[config.mk]
export PLATFORM = sky130hd
export DESIGN_NAME = axi_ram_port_arb
export DESIGN_NICKNAME = d
export VERILOG_FILES = /design/src/rtl/axi_ram_port_arb.sv
export SDC_FILE = /design/constraint.sdc
export NUM_CORES = 1
export LEC_CHECK = 0
export ABC_AREA = 1
export BUFFER_PORTS_ARGS = -buffer_cell sky130_fd_sc_hd__buf_4
export CORE_MARGIN = 4
export CORE_UTILIZATION = 42
export CTS_CLUSTER_DIAMETER = 40
export DETAILED_ROUTE_END_ITERATION = 12
export PLACE_DENSITY = 0.84
export SLEW_MARGIN = 10
export SYNTH_ARGS = -nofsm -noshare
export SYNTH_HDL_FRONTEND = slang
export SYNTH_SLANG_ARGS = --single-unit
[constraint.sdc]
create_clock -name clk -period 2.9 [get_ports clk]
set_input_delay 0.435 -clock clk [delete_from_list [all_inputs] [get_ports clk]]
set_output_delay 0.435 -clock clk [all_outputs]
set_load 0.02 [all_outputs]
[src/rtl/axi_ram_port_arb.sv]
// Round-robin, per-burst arbiter that shares one single-port RAM between the
// write-burst and read-burst engines of an AXI RAM, with an optional beat limit per grant.
module axi_ram_port_arb #(
   parameter int DATA_WIDTH = 32,
   parameter int ADDR_WIDTH = 14,
   parameter int STRB_WIDTH = DATA_WIDTH / 8,
   parameter int MAX_BEATS  = 16,
   parameter int WR_FIRST   = 1
) (
   input  logic                  clk,
   input  logic                  rst,
   input  logic                  wr_req,
   input  logic [ADDR_WIDTH-1:0] wr_addr,
   input  logic [DATA_WIDTH-1:0] wr_data,
   input  logic [STRB_WIDTH-1:0] wr_strb,
   input  logic                  wr_last,
   output logic                  wr_ack,
   input  logic                  rd_req,
   input  logic [ADDR_WIDTH-1:0] rd_addr,
   input  logic                  rd_last,
   output logic                  rd_ack,
   output logic [DATA_WIDTH-1:0] rd_data,
   output logic                  rd_data_valid,
   output logic                  mem_en,
   output logic [STRB_WIDTH-1:0] mem_we,
   output logic [ADDR_WIDTH-1:0] mem_addr,
   output logic [DATA_WIDTH-1:0] mem_wdata,
   input  logic [DATA_WIDTH-1:0] mem_rdata
);

   localparam logic [1:0] IDLE   = 2'd0;
   localparam logic [1:0] GNT_WR = 2'd1;
   localparam logic [1:0] GNT_RD = 2'd2;

   localparam logic LAST_RD = 1'b0;
   localparam logic LAST_WR = 1'b1;

   localparam int CNT_W = (MAX_BEATS > 1) ? $clog2(MAX_BEATS) : 1;
   localparam logic [CNT_W-1:0] CNT_LIMIT = CNT_W'((MAX_BEATS > 0) ? MAX_BEATS - 1 : 0);

   logic [1:0]       state;
   logic [1:0]       state_next;
   logic             last_grant;
   logic [CNT_W-1:0] beat_cnt;
   logic             rd_issue;

   logic wr_beat;
   logic rd_beat;
   logic at_limit;
   logic wr_handoff;
   logic rd_handoff;

   assign wr_ack  = (state == GNT_WR);
   assign rd_ack  = (state == GNT_RD);
   assign rd_data = mem_rdata;

   assign wr_beat    = wr_ack && wr_req;
   assign rd_beat    = rd_ack && rd_req;
   assign at_limit   = (MAX_BEATS != 0) && (beat_cnt == CNT_LIMIT);
   assign wr_handoff = wr_beat && (wr_last || at_limit);
   assign rd_handoff = rd_beat && (rd_last || at_limit);

   // A limit handoff with the other side idle keeps the grant; only a real last beat releases it.
   always_comb begin
      state_next = state;
      case (state)
         IDLE: begin
            if (wr_req && rd_req)
               state_next = (last_grant == LAST_WR) ? GNT_RD : GNT_WR;
            else if (wr_req)
               state_next = GNT_WR;
            else if (rd_req)
               state_next = GNT_RD;
         end
         GNT_WR: begin
            if (wr_handoff) begin
               if (rd_req)       state_next = GNT_RD;
               else if (wr_last) state_next = IDLE;
            end
         end
         GNT_RD: begin
            if (rd_handoff) begin
               if (wr_req)       state_next = GNT_WR;
               else if (rd_last) state_next = IDLE;
            end
         end
         default: state_next = IDLE;
      endcase
   end

   // NOTE: every register below is assigned with <= so all of them sample the same pre-edge values.
   always_ff @(posedge clk) begin
      if (rst) begin
         state         <= IDLE;
         last_grant    <= (WR_FIRST != 0) ? LAST_RD : LAST_WR;
         beat_cnt      <= '0;
         mem_en        <= 1'b0;
         mem_we        <= '0;
         rd_issue      <= 1'b0;
         rd_data_valid <= 1'b0;
      end else begin
         state <= state_next;
         if (wr_handoff || rd_handoff) begin
            last_grant <= wr_handoff ? LAST_WR : LAST_RD;
            beat_cnt   <= '0;
         end else if (wr_beat || rd_beat) begin
            beat_cnt <= beat_cnt + 1'b1;
         end
         mem_en        <= wr_beat || rd_beat;
         mem_we        <= wr_beat ? wr_strb : '0;
         rd_issue      <= rd_beat;
         rd_data_valid <= rd_issue;
      end
   end

   // NOTE: address and write data are qualified by mem_en downstream, so they carry no reset.
   always_ff @(posedge clk) begin
      if (wr_beat) begin
         mem_addr  <= wr_addr;
         mem_wdata <= wr_data;
      end else if (rd_beat) begin
         mem_addr <= rd_addr;
      end
   end

endmodule

# Yosys cells after proc, flatten, opt, wreduce, memory -nomap -nowiden
# Index checks and enable logic that the tools add are counted.
# op_classes
addsub	1
n_mux	14
eq_ne	8
n_bitwise	1
reduce_logical	14
# ops
op	count
14-bit 2-to-1 mux	2
2-bit 2-to-1 mux	10
2-bit case mux with 3 select lines	1
1-bit logical AND	5
5-bit AND reduction	1
4-bit by 1-bit adder with 4-bit output, second input constant	1
4-bit == test, second input constant	1
1-bit logical OR	4
2-bit by 1-bit inequality test with 1-bit output, second input constant	2
4-bit inequality test, second input constant	1
2-bit OR reduction	2
3-bit by 2-bit inequality test with 1-bit output, second input constant	1
3-bit inequality test, second input constant	1
2-bit by 1-bit == test with 1-bit output, second input constant	1
2-bit == test, second input constant	1
2-bit logical NOT	1
2-bit nonzero test	1
1-bit 2-to-1 mux	1
1-bit NOT	1
# totals
wordCells	47
out_inout_bits	86
reg_bits	60
inputBits	102

# Depth between registers and ports, before layout
# Gate-level depths: netlist of run 1.
# depth
ltp_word	5
depth_mapped	8
ltp_nobuf	8

# Least setup slack after synthesis of run 1
# OpenSTA, ideal clock, no wires.
# synth_path
kind	in2reg
start	input wr_req
end	register mem_wdata[0], enable pin
arrival_time_ns	1.189
path_slack_ns	1.333
t_required_ns	2.523
stages	3
path_cell_list	inv_2 nor2_8 buf_2
# synth_between
elab_chain_len	1
# synth_lines
item	line_no	text
from (decl)	12	input logic wr_req,
1-bit logical AND	57	assign wr_beat = wr_ack && wr_req;
named net wr_beat	47	logic wr_beat;
to (signal assigned)	120	mem_wdata <= wr_data;
to (decl)	27	output logic [DATA_WIDTH-1:0] mem_wdata,
# The timed path passes the listed nets, and every way through them passes these cells.
# A chain may end at the register's enable or synchronous reset.

# Final worst setup path of run 1
# layout_path
start	register state[0]
end	register beat_cnt[2]
# layout_between
elab_chain_len	5
elab_cells_between_ends	9
classes_between	eq/ne (2); reduce/logical (7)
# layout_lines
item	line_no	text
from (decl)	41	logic [1:0] state;
from (signal assigned)	102	state <= state_next;
2-bit by 1-bit == test with 1-bit output / 2-bit == test (equally long branches)	53, 54	
1-bit logical AND (on tied branches)	57, 58	
1-bit logical AND (on tied branches)	60, 61	
1-bit logical OR	103	if (wr_handoff || rd_handoff) begin
2-bit OR reduction (no line)	n/a	
to (signal assigned)	107	beat_cnt <= beat_cnt + 1'b1;
to (decl)	44	logic [CNT_W-1:0] beat_cnt;
# Several ways; a longest one is shown, not always the timed one.

==> results of run 1 <==
metrics by stage:
step           setup WS [ns]  utilization  area, sq um  power [mW]
2_1_floorplan          1.333            -         2429       1.265
3_3_place_gp           1.146       0.5740         3199       1.368
3_5_place_dp           1.089       0.5740         3199       1.376
4_1_cts                1.190       0.6065         3381       2.046
5_1_grt                1.048       0.6065         3381       2.122
6_report               1.200       0.6065         3381       2.031
path summary, 6_finish.rpt:
| path | from | end | cells after the start |
|---|---|---|---|
| setup reg to reg | state[0] | beat_cnt[2] | 6 |
| hold reg to reg | rd_issue | rd_data_valid | 2 |
| hold / removal | wr_data[14] | mem_wdata[14] | 1 |
| setup / recovery | state[0] | beat_cnt[2] | 6 |
cell families after synthesis:
| kind of cell | count (synthesis) | share of synthesized area |
|---|---|---|
| flops | 60 | 0.6842 |
| simple gates | 85 | 0.1504 |
| fa+ha+maj | 1 | 0.005151 |
| xor+xnor | 1 | 0.003607 |
| compound gates | 9 | 0.02215 |
| buf+inv | 53 | 0.1345 |
layer usage:
metal,up-vias,global-route usage,wire (um)
met4,0,0.08041,211
li1,851,-,-
met3,28,0.06811,630
met5,-,0,0
met1,811,0.1786,2137
met2,104,0.2984,3114
worst reg2reg max path: stages (launching register included):
cell and delay (ns):
dfxtp_1 0.39, nand2_2 0.12, nor2_8 0.28, buf_4 0.42
nand2_1 0.13, nand3_1 0.17, nor3_1 0.08
state kept, by name (all words and copies together), names as in the netlist:
name,flops
mem_we,4
mem_en,1
last_grant,1
mem_wdata,32
state,2
beat_cnt,4
mem_addr,14
rd_data_valid,1
rd_issue,1
power groups by stage:
stage	registers, mW	clock network, mW	logic [mW]
2_1_floorplan	1.09	0	0.176
3_3_place_gp	1.03	0	0.336
3_5_place_dp	1.03	0	0.342
4_1_cts	1.02	0.686	0.344
5_1_grt	1.02	0.732	0.369
6_report	1.02	0.675	0.340
placed cells by master, fill, tap and decap left out:
cell        synthesis  final
ha_1                1      1
or2_0               1      1
nor2_8              1      1
a21oi_1             4      4
nand3_1             4      4
o21ai_0             1      1
nand4_1             1      1
clkbuf_8            0      9
nand2_2             1      1
xor2_1              1      1
a21oi_2             1      1
clkinv_2            0      1
edfxtp_1           46     46
nor2_1             12     12
a31oi_1             2      2
clkinv_1            0      4
bufinv_16           0      1
buf_4              32    124
dfxtp_1            14     14
nor3_1              1      1
a211oi_1            1      1
nand2_1            63     63
inv_1              12     12
clkinvlp_4          0      1
nand2_8             1      1
inv_2               5      5
inv_4               2      2
synth_stat cells (2+ instances only):
master and instances:
nand2_1 63, edfxtp_1 46, buf_4 32, dfxtp_1 14, inv_1 12, nor2_1 12, inv_2 5, a21oi_1 4
nand3_1 4, a31oi_1 2, buf_2 2, inv_4 2
final cells by class:
| cell class | instances | area, sq um | share of cell area |
|---|---|---|---|
| Clock buffer | 9 | 123.9 | 0.03664 |
| Sequential cell | 60 | 1662 | 0.4915 |
| Tap cell | 72 | 90.09 | 0.02665 |
| Clock inverter | 7 | 57.56 | 0.01702 |
| Inverter | 19 | 76.32 | 0.02258 |
| Multi-Input combinational cell | 96 | 440.4 | 0.1303 |
| Timing Repair Buffer | 124 | 930.9 | 0.2754 |
==> results_dict.tcl, run 1 <==
set metrics [dict create \
    post-route-period-util 0.5862 \
    synth_cell_types 23 \
    async_reset_ff_frac 0 \
    synth_top_cell_by_area "edfxtp_1" \
    synthTopCellsByArea "edfxtp_1, dfxtp_1, buf_4, nand2_1, inv_1" \
    hp-class "input pin to flop" \
    finalSetupTns_ns 0 \
    layout.nets 413 \
    timing.fmax_mhz 588.3 \
    clock_path_buffers 2 \
    cts_buffers 9 \
    slew_headroom 0.7525 \
    gp_congestion 0.8421 \
    hold-worst-slack_ns 0.2841 \
    num_vias 1794 \
    htreeDepth 3 \
    grt.overflow.total 0 \
    die-width_um 84.04 \
    ir_worst_vdd_v 0.0002774 \
    ys_ff_latch 60 \
    hold_viol 0 \
    drt_drc_violations_left 0 \
    cts_tree "built" \
    crit_slowest_cell "buf_4" \
    swShare 0.2476 \
    via_per_inst 4.636 \
    cts_root_buf "clkbuf_8" \
    die_h_um 84.04 \
    die-area_sq_um 7063 \
    cp_max_fo 34 \
    leakagePower_nw 1.543 \
    diodes 0 \
    grt_pass1_wl_um 9225 \
    syn_inst 209 \
    synth_area_sq_um 2429 \
    p_int_mw 1.528 \
    ant_nets 0 \
    synth_edf_count 46 \
    clkSinkCount 60 \
    grt_max_degree 35 \
    dp_hpwl_um 4887 \
    synth_top_flop_cell "edfxtp_1" \
    grt_pass1_vias 1795 \
    cts-resized-gates 0 \
    share_comb_of_total_power 0.167 \
    syn_area_per_cell_sq_um 11.62 \
    netlist.area_leader.share 0.5688 \
    synth_nets 312 \
    instances_no_fill 387 \
    critPathMaxStageDelay_ns 0.42 \
    clkLatencyLatePin_ns 0.32 \
    antenna_found_initial 0 \
    rows 27 \
    cp_data_required_time_ns 3.11 \
    cts.clk_slew.worst_paths_ns 0.06 \
    core_sq_um 5574 \
    path_buf_inv 1 \
    setup_viol_count_final 0 \
    clock_skew_ns 0.004580 \
    cp_top_family "simple AND/OR/NAND/NOR gates" \
    crit_type "flop to flop" \
    crit_arrival_ns 1.91 \
    start_util 0.4357 \
    wire_per_inst_um 15.75 \
    report.final.slew_viol_count 0 \
    drtPass1Iterations 4 \
    groute.usage.overall 0.1712 \
    synth_warnings 0 \
    fin_crit_ns 1.700 \
    outcome "finished clean" \
    power_frac_clock 0.333 \
    fillers 439 \
    syn2layout_area_growth_pct 39.21 \
    rrSetupSlack_ns 1.20 \
    drv_cap 0 \
    place_inst 371 \
    cts_setup_buffers 0 \
    start_kind "flop" \
    drt_iter0_drc 83 \
    ctsHoldBuffers 0 \
    io_pins 188 \
    synth_seq_area_share 0.6842 \
    cp_cell_sequence "nand2_2 -> nor2_8 -> buf_4 -> nand2_1 -> nand3_1 -> nor3_1" \
    port_buffers 123 \
    power_switching_uw 502.8 \
    p_seq_frac 0.500 \
    wl_um 6094 \
    powerDensity_nw_per_um2 600.7 \
    drive_gt1_frac 0.4667 \
    tightestPinTransition_ns 0.3713 \
    end_kind "flop" \
    rsz0062_at_grt "false" \
]
Note: power is estimated with default switching activity, not from simulation.
==> run 2, diff against run 1 <==
CORE_UTILIZATION = 36   (was 42)
PLACE_DENSITY = 0.77   (was 0.84)
clock period = 1.45 ns   (was 2.9 ns; I/O delays follow)
==> results_dict.tcl, run 2 (synthesis gave the netlist of run 1 again) <==
set metrics [dict create \
    wire_per_inst_um 15.44 \
    rows 29 \
    finalSetupTns_ns 0 \
    cts_buffers 9 \
    rsz0062_at_grt "false" \
    powerDensity_nw_per_um2 1167 \
    wl_um 6069 \
    die-width_um 90.14 \
    final_core_util 0.5263 \
    cts_setup_buffers 0 \
    setup_viol_count_final 0 \
    die-area_sq_um 8124 \
    hp-class "input pin to flop" \
    ctsHoldBuffers 0 \
    die_h_um 90.14 \
    layout.nets 414 \
    end_kind "flop" \
    crit_slowest_cell "dfxtp_1" \
    crit_type "flop to flop" \
    grt_max_degree 27 \
    outcome "finished clean" \
    drt_iter0_drc 61 \
    leakagePower_nw 1.554 \
    cts_root_buf "clkbuf_8" \
    r2r_end "beat_cnt[0]" \
    num_vias 1775 \
    final_common_cell "buf_4" \
    io_pins 188 \
    dp_hpwl_um 4821 \
    rrSetupSlack_ns 0.12 \
    post-route-period-util 0.9154 \
    ant_nets 0 \
    reg.largest.list "mem_wdata x32, mem_addr x14" \
    largest_reg_flops 32 \
    start_util 0.3760 \
    clock_skew_ns 0.007529 \
    grt.overflow.total 0 \
    fin_total_pwr_mw 3.966 \
    hold-worst-slack_ns 0.06246 \
    startpoint "state[0]" \
    diodes 0 \
    cts_tree "built" \
    cts.clk_slew.worst_paths_ns 0.07 \
    ir_worst_vdd_v 0.0004434 \
    r2r_cells 7 \
    clkSinkCount 60 \
    antenna_found_initial 0 \
    core_sq_um 6459 \
    rr_startpoint "state[0]" \
    report.final.slew_viol_count 0 \
    drive_gt1_frac 0.4778 \
    drtPass1Iterations 4 \
    tightestPinTransition_ns 0.2742 \
    port_buffers 123 \
    groute.usage.overall 0.1478 \
    cp_data_required_time_ns 1.71 \
    cp_max_fo 19 \
    timing.fmax_mhz 753.4 \
    slew_headroom 0.8172 \
    gp_congestion 0.7956 \
    cp_cell_sequence "nand2_2 -> nor2_8 -> inv_6 -> nand2_8 -> inv_4 -> or2_0 -> a21oi_2" \
    layout_common_cells "buf_4, nand2_1, edfxtp_1" \
    cts-resized-gates 0 \
    htreeDepth 3 \
    fin_crit_ns 1.327 \
    crit_end "beat_cnt[0]" \
    syn2layout_area_growth_pct 39.98 \
    grt_pass1_wl_um 9280 \
    hold_viol 0 \
    critPathMaxStageDelay_ns 0.38 \
    clkLatencyLatePin_ns 0.32 \
    drv_cap 0 \
    drt_drc_violations_left 0 \
    start_kind "flop" \
    via_per_inst 4.517 \
    regMostFlops "mem_wdata" \
    crit_arrival_ns 1.59 \
    grt_pass1_vias 1801 \
    clock_path_buffers 2 \
]
==> run 2: cell types whose count changed in the layout (fill, tap and decap cells not counted), sizes merged <==
cell,delta
buf,+1
bufinv,-1
clkbuf,+4
clkinv,-2
clkinvlp,-1
==> run 2: where the power goes <==
| part | switching (mW) | internal (mW) | total, mW |
|---|---|---|---|
| logic | 0.384 | 0.308 | 0.692 |
| registers | 0.0406 | 1.99 | 2.03 |
| clock network | 0.582 | 0.659 | 1.24 |
==> run 2: routing by layer <==
layer / GRT usage / routed length [um] / part of all wire
met2: 0.2502 / 2986 / 0.49
met5: 0 / 0 / 0
met1: 0.1507 / 2249 / 0.37
met3: 0.05843 / 593 / 0.098
met4: 0.09694 / 240 / 0.040
==> run 2: cell type report <==
| cell class | count | area [sq um] |
|---|---|---|
| inverter | 19 | 78.83 |
| fill | 565 | 3059 |
| clock inverter | 3 | 15.01 |
| clock buffer | 13 | 148.9 |
| timing repair buffer | 125 | 950.9 |
| multi-input combinational | 96 | 447.9 |
| sequential | 60 | 1662 |
| tap | 77 | 96.34 |
==> run 2: worst min path at each step <==
stage                     cells past startpoint            end        start
after floorplan                               1     last_grant          rst
after global placement                        1  mem_wdata[18]  wr_data[18]
after detailed placement                      1  mem_wdata[20]  wr_data[20]
after CTS                                     1  mem_wdata[30]  wr_data[30]
after global routing                          1  mem_wdata[30]  wr_data[30]
final                                         1  mem_wdata[30]  wr_data[30]
==> run 2: through the flow <==
step / area [sq um] / setup slack, ns / instances
after floorplan: 2431 / 0.1320 / 209
after global placement: 3226 / 0.1557 / 377
after detailed placement: 3226 / 0.08971 / 377
after CTS: 3390 / 0.07795 / 393
after global routing: 3400 / 0.0004864 / 393
final: 3400 / 0.1227 / 393
==> run 2: critical path, delay by kind of cell, from the launching register on <==
family                 cells  cell delay (ns)
buffers and inverters      2             0.14
and+or+nand+nor            4             0.63
DFF                        1             0.38
AOI/OAI and AO/OA          1             0.11
==> run 3, diff against run 2 <==
ABC_AREA = unset   (was 1)
==> results_dict.tcl, run 3 <==
set metrics [dict create \
    outcome "finished clean" \
    synth_top_flop_cell "edfxtp_1" \
    core_sq_um 6459 \
    regMostFlops "mem_wdata" \
    fin_crit_ns 1.376 \
    syn2layout_area_growth_pct 43.03 \
    drive_gt1_frac 0.4933 \
    r2r_cells 5 \
    port_buffers 123 \
    rsz0062_at_grt "false" \
    ctsHoldBuffers 0 \
    instances_no_fill 377 \
    holdPathEnd "mem_wdata[11]" \
    slew_headroom 0.7418 \
    syn_inst 193 \
    ir_worst_vdd_v 0.0006330 \
    clock_skew_ns 0.01039 \
    groute.usage.overall 0.1587 \
    synth_cell_types 28 \
    drv_cap 0 \
    syn_area_per_cell_sq_um 12.55 \
    stdcell_area_sq_um 3465 \
    synth_nets 296 \
    antenna_found_initial 0 \
    cts_buffers 9 \
    r2r_end "mem_addr[10]" \
    num_vias 1769 \
    cts_setup_buffers 0 \
    grt_pass1_vias 1821 \
    synth_edf_count 46 \
    wire_per_inst_um 16.71 \
    synth_seq_area_share 0.6860 \
    clock_path_buffers 2 \
    layout.nets 398 \
    finalSetupTns_ns 0 \
    final_common_cell "buf_4" \
    synth_top_cell_by_area "edfxtp_1" \
    cp_max_fo 7 \
    min_path_cells 1 \
    timing.fmax_mhz 726.7 \
    netlist.area_leader.share 0.5702 \
    synth_common_cells "nand2_1, edfxtp_1, buf_4" \
    layout_common_cells "buf_4, nand2_1, edfxtp_1" \
    hp-class "input pin to flop" \
    hp-start "wr_data[11]" \
    crit_arrival_ns 1.16 \
    synthTopCellsByArea "edfxtp_1, dfxtp_1, buf_4, nand2_1, o21ai_0" \
    post-route-period-util 0.9490 \
    htreeDepth 3 \
    grt_max_degree 40 \
    drtPass1Iterations 4 \
    start_util 0.3750 \
    start_kind "flop" \
    die-area_sq_um 8105 \
    reg.largest.list "mem_wdata x32, mem_addr x14" \
    place_inst 361 \
    clkLatencyLatePin_ns 0.32 \
    dp_hpwl_um 4773 \
    synthMostInstantiatedCell "nand2_1" \
    cts.clk_slew.worst_paths_ns 0.07 \
    placedInstanceArea_sq_um 3243 \
    rr_startpoint "state[1]" \
    wl_um 6300 \
    crit_type "flop to output pin" \
    die-width_um 90.03 \
    ant_nets 0 \
    grt.overflow.total 0 \
    rows 29 \
    grt_pass1_wl_um 9880 \
    setup_viol_count_final 0 \
    synth_area_sq_um 2422 \
    drt_drc_violations_left 0 \
    diodes 0 \
    hold_viol 0 \
    synth_warnings 0 \
    largest_reg_flops 32 \
    leakagePower_nw 1.519 \
    drt_iter0_drc 34 \
    async_reset_ff_frac 0 \
    cp_data_required_time_ns 1.23 \
    cts_tree "built" \
    report.final.slew_viol_count 0 \
    powerDensity_nw_per_um2 1233 \
    via_per_inst 4.692 \
    cts_root_buf "clkbuf_8" \
    die_h_um 90.03 \
    ys_ff_latch 60 \
    gp_congestion 0.7431 \
    io_pins 188 \
    rrSetupSlack_ns 0.11 \
    fillers 548 \
    tightestPinTransition_ns 0.3863 \
    end_kind "output pin" \
    clkSinkCount 60 \
]
[run 3: changes by cell type after synthesis, sizes merged, moves of 3 or more]
| cell | before | now |
|---|---|---|
| nor3b | 0 | 4 |
| nor2b | 0 | 4 |
| nor2 | 13 | 5 |
| nand2 | 65 | 49 |
| inv | 19 | 3 |
| clkbuf | 0 | 3 |
| o21ai | 1 | 7 |
[run 3: layer usage]
metal / global-route usage / part of all wire
met1: 0.1605 / 0.36
met2: 0.2701 / 0.51
met3: 0.06928 / 0.10
met4: 0.09439 / 0.028
met5: 0 / 0
[run 3: how the worst max path moves through the flow]
stage,slack (ns),from,to,cells after the start
after CTS,0.01,state[0],wr_ack,3
after detailed placement,0.02,state[1],state[1],4
after global placement,0.11,state[1],mem_addr[0],5
after floorplan,0.003,state[0],mem_addr[0],4
final,0.07,state[0],wr_ack,3
after global routing,0.003,state[0],wr_ack,3
[run 3: cell families after synthesis]
| kind of cell | after synthesis | share of synthesized area |
|---|---|---|
| AO/OA/AOI/OAI | 17 | 0.04339 |
| XOR/XNOR | 1 | 0.003616 |
| adder cells (fa/ha/maj) | 1 | 0.005164 |
| buffers and inverters | 39 | 0.1126 |
| flip-flops | 60 | 0.6859 |
| AND/OR/NAND/NOR | 75 | 0.1493 |
[run 3: through the flow]
step                        util  worst slack [ns]  power [mW]  hold slack, ns
after global routing      0.5364          0.002943       4.471         0.03694
after global placement    0.5021            0.1081       2.696          0.3958
after CTS                 0.5358          0.009962       4.325         0.04429
after detailed placement  0.5021           0.01806       2.712          0.3968
final                     0.5364           0.07399       4.270         0.06616
after floorplan                -          0.002674       2.473          0.3164
[run 3: area by class of cell]
| cell class | count | area, sq um | area share |
|---|---|---|---|
| Clock buffer | 9 | 123.9 | 0.03575 |
| Clock inverter | 7 | 91.34 | 0.02636 |
| Inverter | 3 | 16.27 | 0.004695 |
| Multi-Input combinational cell | 94 | 494.2 | 0.1427 |
| Sequential cell | 60 | 1664 | 0.4803 |
| Tap cell | 77 | 96.34 | 0.02781 |
| Timing Repair Buffer | 127 | 978.4 | 0.2824 |
[run 3: power by group]
group / switching (mW) / total [mW] / leakage [nW] / internal (mW)
Clock: 0.637 / 1.59 / 0.101 / 0.958
Sequential: 0.0424 / 2.02 / 0.534 / 1.98
Combinational: 0.333 / 0.653 / 0.885 / 0.320
Total: 1.01 / 4.27 / 1.52 / 3.26
[run 3: critical path, cell delays in order (launching register included)]
cell	delay (ns)
dfxtp_2	0.36
buf_4	0.15
nor2b_2	0.17
buf_4	0.16
[run 3: what timing repair did]
| action | in CTS | in global routing |
|---|---|---|
| pin swaps | 0 | 1 |
| setup endpoints to repair | 1 | 20 |
| hold endpoints to repair | 0 | 0 |
| resized for setup | 1 | 3 |
